==> src/rtl/inst_fetch.sv <==
// RV32I instruction-fetch stage: assembles each 32-bit instruction from four byte reads.
// Define ICACHE_EN to add a direct-mapped, one-word-per-line instruction cache.
module inst_fetch #(
  parameter logic [31:0] RESET_PC     = 32'h0,
  parameter int unsigned ICACHE_LINES = 64
) (
  input  logic        clk_in,
  input  logic        rst_in,
  input  logic        stall_in,
  input  logic        branch_en_in,
  input  logic [31:0] branch_target_in,
  input  logic        mem_busy_in,
  input  logic [7:0]  mem_din_in,
  output logic        mem_req_out,
  output logic [31:0] mem_addr_out,
  output logic        inst_valid_out,
  output logic [31:0] inst_out,
  output logic [31:0] pc_out
);

  typedef enum logic [2:0] {S_A0, S_B0, S_B1, S_B2, S_B3, S_HOLD} state_e;

  state_e      state_q, state_d;
  logic [31:0] pc_q, pc_d;
  logic [23:0] bytes_q, bytes_d;
  logic [31:0] inst_q, inst_d;
  logic [31:0] pc_out_q, pc_out_d;
  logic        valid_q, valid_d;
  logic [1:0]  addr_off;
  logic        fill_c;
  logic        hit_c;
  logic [31:0] hit_data_c;
  logic        unused_c;

  assign unused_c = ^{branch_target_in[1:0], 32'(ICACHE_LINES)};

`ifdef ICACHE_EN
  localparam int unsigned IDX_W = $clog2(ICACHE_LINES);
  localparam int unsigned TAG_W = 30 - IDX_W;

  logic [ICACHE_LINES-1:0] line_valid_q;
  logic [TAG_W-1:0]        line_tag_q  [ICACHE_LINES];
  logic [31:0]             line_data_q [ICACHE_LINES];
  logic [IDX_W-1:0]        idx_c;
  logic [TAG_W-1:0]        tag_c;

  assign idx_c      = pc_q[IDX_W+1:2];
  assign tag_c      = pc_q[31:IDX_W+2];
  assign hit_c      = line_valid_q[idx_c] && (line_tag_q[idx_c] == tag_c);
  assign hit_data_c = line_data_q[idx_c];

  // Valid bits survive redirects; only reset invalidates the cache
  always_ff @(posedge clk_in) begin
    if (rst_in) begin
      line_valid_q <= '0;
    end else if (fill_c) begin
      line_valid_q[idx_c] <= 1'b1;
    end
  end

  always_ff @(posedge clk_in) begin
    if (fill_c) begin
      line_tag_q[idx_c]  <= tag_c;
      line_data_q[idx_c] <= {mem_din_in, bytes_q};
    end
  end
`else
  assign hit_c      = 1'b0;
  assign hit_data_c = 32'h0;
`endif

  always_ff @(posedge clk_in) begin
    if (rst_in) begin
      state_q  <= S_A0;
      pc_q     <= {RESET_PC[31:2], 2'b00};
      bytes_q  <= '0;
      inst_q   <= '0;
      pc_out_q <= '0;
      valid_q  <= 1'b0;
    end else begin
      state_q  <= state_d;
      pc_q     <= pc_d;
      bytes_q  <= bytes_d;
      inst_q   <= inst_d;
      pc_out_q <= pc_out_d;
      valid_q  <= valid_d;
    end
  end

  always_comb begin
    state_d     = state_q;
    pc_d        = pc_q;
    bytes_d     = bytes_q;
    inst_d      = inst_q;
    pc_out_d    = pc_out_q;
    valid_d     = valid_q;
    mem_req_out = 1'b0;
    addr_off    = 2'd0;
    fill_c      = 1'b0;

    case (state_q)
      S_A0: begin
        if (hit_c) begin
          inst_d   = hit_data_c;
          pc_out_d = pc_q;
          valid_d  = 1'b1;
          state_d  = S_HOLD;
        end else if (!mem_busy_in) begin
          mem_req_out = 1'b1;
          state_d     = S_B0;
        end
      end
      // Bytes shift in from the top so b0 lands in the low byte after three captures
      S_B0: begin
        bytes_d     = {mem_din_in, bytes_q[23:8]};
        mem_req_out = 1'b1;
        addr_off    = 2'd1;
        state_d     = S_B1;
      end
      S_B1: begin
        bytes_d     = {mem_din_in, bytes_q[23:8]};
        mem_req_out = 1'b1;
        addr_off    = 2'd2;
        state_d     = S_B2;
      end
      S_B2: begin
        bytes_d     = {mem_din_in, bytes_q[23:8]};
        mem_req_out = 1'b1;
        addr_off    = 2'd3;
        state_d     = S_B3;
      end
      S_B3: begin
        inst_d   = {mem_din_in, bytes_q};
        pc_out_d = pc_q;
        valid_d  = 1'b1;
        fill_c   = 1'b1;
        state_d  = S_HOLD;
      end
      S_HOLD: begin
        if (!stall_in) begin
          pc_d    = pc_q + 32'd4;
          valid_d = 1'b0;
          state_d = S_A0;
        end
      end
      default: state_d = S_A0;
    endcase

    // Redirect wins over hit, busy and consume; the captured word is discarded
    if (branch_en_in) begin
      pc_d        = {branch_target_in[31:2], 2'b00};
      state_d     = S_A0;
      valid_d     = 1'b0;
      inst_d      = inst_q;
      pc_out_d    = pc_out_q;
      mem_req_out = 1'b0;
      fill_c      = 1'b0;
    end

    if (rst_in) begin
      mem_req_out = 1'b0;
    end

    mem_addr_out = mem_req_out ? {pc_q[31:2], addr_off} : 32'h0;
  end

  assign inst_valid_out = valid_q;
  assign inst_out       = inst_q;
  assign pc_out         = pc_out_q;

endmodule
==> config.mk <==
export PLATFORM = sky130hd
export DESIGN_NAME = inst_fetch
export DESIGN_NICKNAME = d
export VERILOG_FILES = /design/src/rtl/inst_fetch.sv
export SDC_FILE = /design/constraint.sdc
export NUM_CORES = 1
export LEC_CHECK = 0
export CORE_ASPECT_RATIO = 1.5
export CORE_MARGIN = 4
export CORE_UTILIZATION = 40
export DETAILED_ROUTE_END_ITERATION = 8
export HOLD_SLACK_MARGIN = 0.02
export PLACE_DENSITY_LB_ADDON = 0.1
export SYNTH_ARGS = -nofsm -noshare
export SYNTH_HDL_FRONTEND = slang
export SYNTH_SLANG_ARGS = --single-unit
==> constraint.sdc <==
create_clock -name clk_in -period 3.6 [get_ports clk_in]
set_clock_uncertainty 0.15 [all_clocks]
set_input_delay 0.72 -clock clk_in [delete_from_list [all_inputs] [get_ports clk_in]]
set_output_delay 0.72 -clock clk_in [all_outputs]
set_load 0.05 [all_outputs]
==> flow_metrics.tcl <==
set metrics [dict create \
    status "finished clean" \
    peakVddDrop_mv 0.353 \
    drc_errors 0 \
    min_path_type "reg -> reg" \
    initial_utilization 0.410 \
    ctsLongestPathBuffers 2 \
    areaGrowthSynthToFinish_pct 46.9 \
    maxSlewViolCount 0 \
    routedWlPerCell_microns 14.8 \
    arrival_ps 2190 \
    min_period_ps 3060 \
    core_sq_mm 0.0125 \
    synthDistinctLibCells 44 \
    hpwl_mm 10.0 \
    antenna_found_initial 0 \
    busiest_layer "met2" \
    ys.flop_type "dfxtp_1" \
    cp-start-kind "primary input" \
    cts.clk_slew.worst_paths_ps 50 \
    io_buffers 138 \
    setup_tns_ps 0 \
    avgSynthCellArea_sq_um 7.71 \
    netlist_instances 666 \
    powerDensity_mw_per_mm2 438 \
    cts-root-buf "clkbuf_16" \
    fin_util 0.603 \
    drv_cap 0 \
    die_w_microns 100 \
    leakage_uw 0.00266 \
    synthArstFlopShare 0 \
    grtUsageMet1 0.209 \
    drt_first_pass_iters 4 \
    fp.dieArea_sq_mm 0.0147 \
    use_met3 0.0599 \
    first_iter_violations 207 \
    yosysSeqAreaShare 0.468 \
    grt_pass1_vias 4715 \
    grt_pass1_wl_mm 22.9 \
    worstPathRequired_ps 2730 \
    ctsResizeCount 0 \
    rows 50 \
    synthTopCellsByArea "dfxtp_1, nand2_1, a21oi_1, and2_1, xnor2_1" \
    num_io_pins 143 \
    nets 836 \
    max_freq_mhz 327 \
    slew_headroom 0.217 \
    syn_area_sq_mm 0.00513 \
    ys_warn_count 0 \
    hold_violations 0 \
    path_class "in -> out" \
    h-tree-depth 4 \
    viasPerCell 4.98 \
    hold_buffers 0 \
    grt-ovfl-total 0 \
    cp-end-kind "primary output" \
    routed-via-count 4769 \
    gp_congestion 0.783 \
    yosysTopAreaCellShare 0.468 \
    finalCritPeriodShare 0.849 \
    placed_area_sq_mm 0.00696 \
    synth_top_area_cell "dfxtp_1" \
    drtAntennaViolNets 0 \
    cts_tree "done" \
    clock_sinks 120 \
    layout-drive-gt1-share 0.108 \
    worst-slew-pin-transition_ps 1170 \
    path_max_fanout 22 \
    rsz0062_at_grt "no" \
    met2_usage 0.351 \
    ys_seq_elements 120 \
    clk_latency_ps 410 \
    grt_start_max_net_pins 117 \
    setup_viol 0 \
    synth_edf_count 0 \
    n_antenna_cell 0 \
    post-cts-setup-buffers 0 \
    postLayoutCellArea_sq_mm 0.00754 \
    numCtsBuffers 17 \
    wirelength_mm 14.2 \
    grt_use_total 0.195 \
    die_y_microns 147 \
]
## Yosys cell counts, types with 2 or more instances
cell type	number
and2_1	32
or2_2	2
nand4_1	11
dfxtp_1	120
buf_1	2
o21ai_0	4
nor4_1	2
mux2i_1	4
o21a_1	14
and4_1	2
o22ai_1	5
nor3b_1	2
xnor2_1	18
xor2_1	8
nor2_1	23
buf_2	4
clkbuf_1	37
or4_4	2
nor3_2	2
nor2b_1	5
nor4_2	2
nor3_1	11
a21oi_1	108
nand2_1	199
inv_1	20
buf_4	2
a211oi_1	2
nand3_1	7
## registers in the layout, indices dropped and copies added (netlist names)
register        flops
pc_out             30
inst_out           32
pc_q               30
state_q             3
bytes_q            24
inst_valid_out      1
## where the power goes
group	switching, uW	internal [uW]
Clock	581	1090
Combinational	124	113
Sequential	41.7	1360
Total	747	2560
## placed cells by master, fill, tap and decap left out, types with 7 or more instances in the layout
cell / instances
clkbuf_16: 17
clkdlybuf4s50_1: 103
xor2_1: 8
xnor2_1: 18
a21oi_1: 108
nand3_1: 7
buf_12: 33
nor3_1: 11
o21a_1: 14
inv_1: 20
nand4_1: 11
nand2_1: 199
buf_4: 13
nor2_1: 23
dfxtp_1: 120
and2_1: 32
## worst paths after layout
path	from	cells past startpoint	slack (ps)	endpoint
max	branch_en_in	6	540	mem_addr_out[27]
min	bytes_q[1]$_SDFFE_PP0N_	2	300	inst_out[1]$_SDFFE_PP0P_
max reg2reg	state_q[0]$_SDFFE_PP0P_	5	1090	pc_q[20]$_SDFFE_PP0P_
min reg2reg	bytes_q[1]$_SDFFE_PP0N_	2	300	inst_out[1]$_SDFFE_PP0P_
## critical path, cell delays in order
cell	delay, ps
buf_2	110
or2_2	410
a211oi_4	260
buf_4	290
and2_1	240
buf_12	160
## cell families after synthesis
kind of cell               after synthesis  synth area share
adders and majority gates                1           0.00244
muxes                                    4           0.00780
DFF                                    120             0.468
xor gates and xnor gates                26            0.0444
and+or+nand+nor                        310             0.278
other                                    1          0.000731
AOI/OAI and AO/OA                      138             0.146
buffers and inverters                   66            0.0522
## area by class of cell
type / count / area [sq um]
Fill cell: 1159 / 4970
Multi-Input combinational cell: 481 / 2490
Sequential cell: 120 / 2400
Timing Repair Buffer: 150 / 1790
Clock buffer: 24 / 492
Tap cell: 156 / 195
Clock inverter: 7 / 91.3
Inverter: 20 / 75.1
## metrics by stage
step                      cells  hold WS, ps  total power (uW)  setup WS, ps
after floorplan             667          282              1550           140
after detailed placement    927          294              1670           454
after global routing        958          322              3410           433
after global placement      927          292              1660           477
after CTS                   958          304              3340           535
final                       958          299              3300           545
## per-layer routing
metal,share of wire,vias to the layer above
met1,0.39,2215
met3,0.048,22
li1,-,2431
met2,0.54,101
met4,0.019,0
met5,0,-
(Power assumes the default switching activity.)
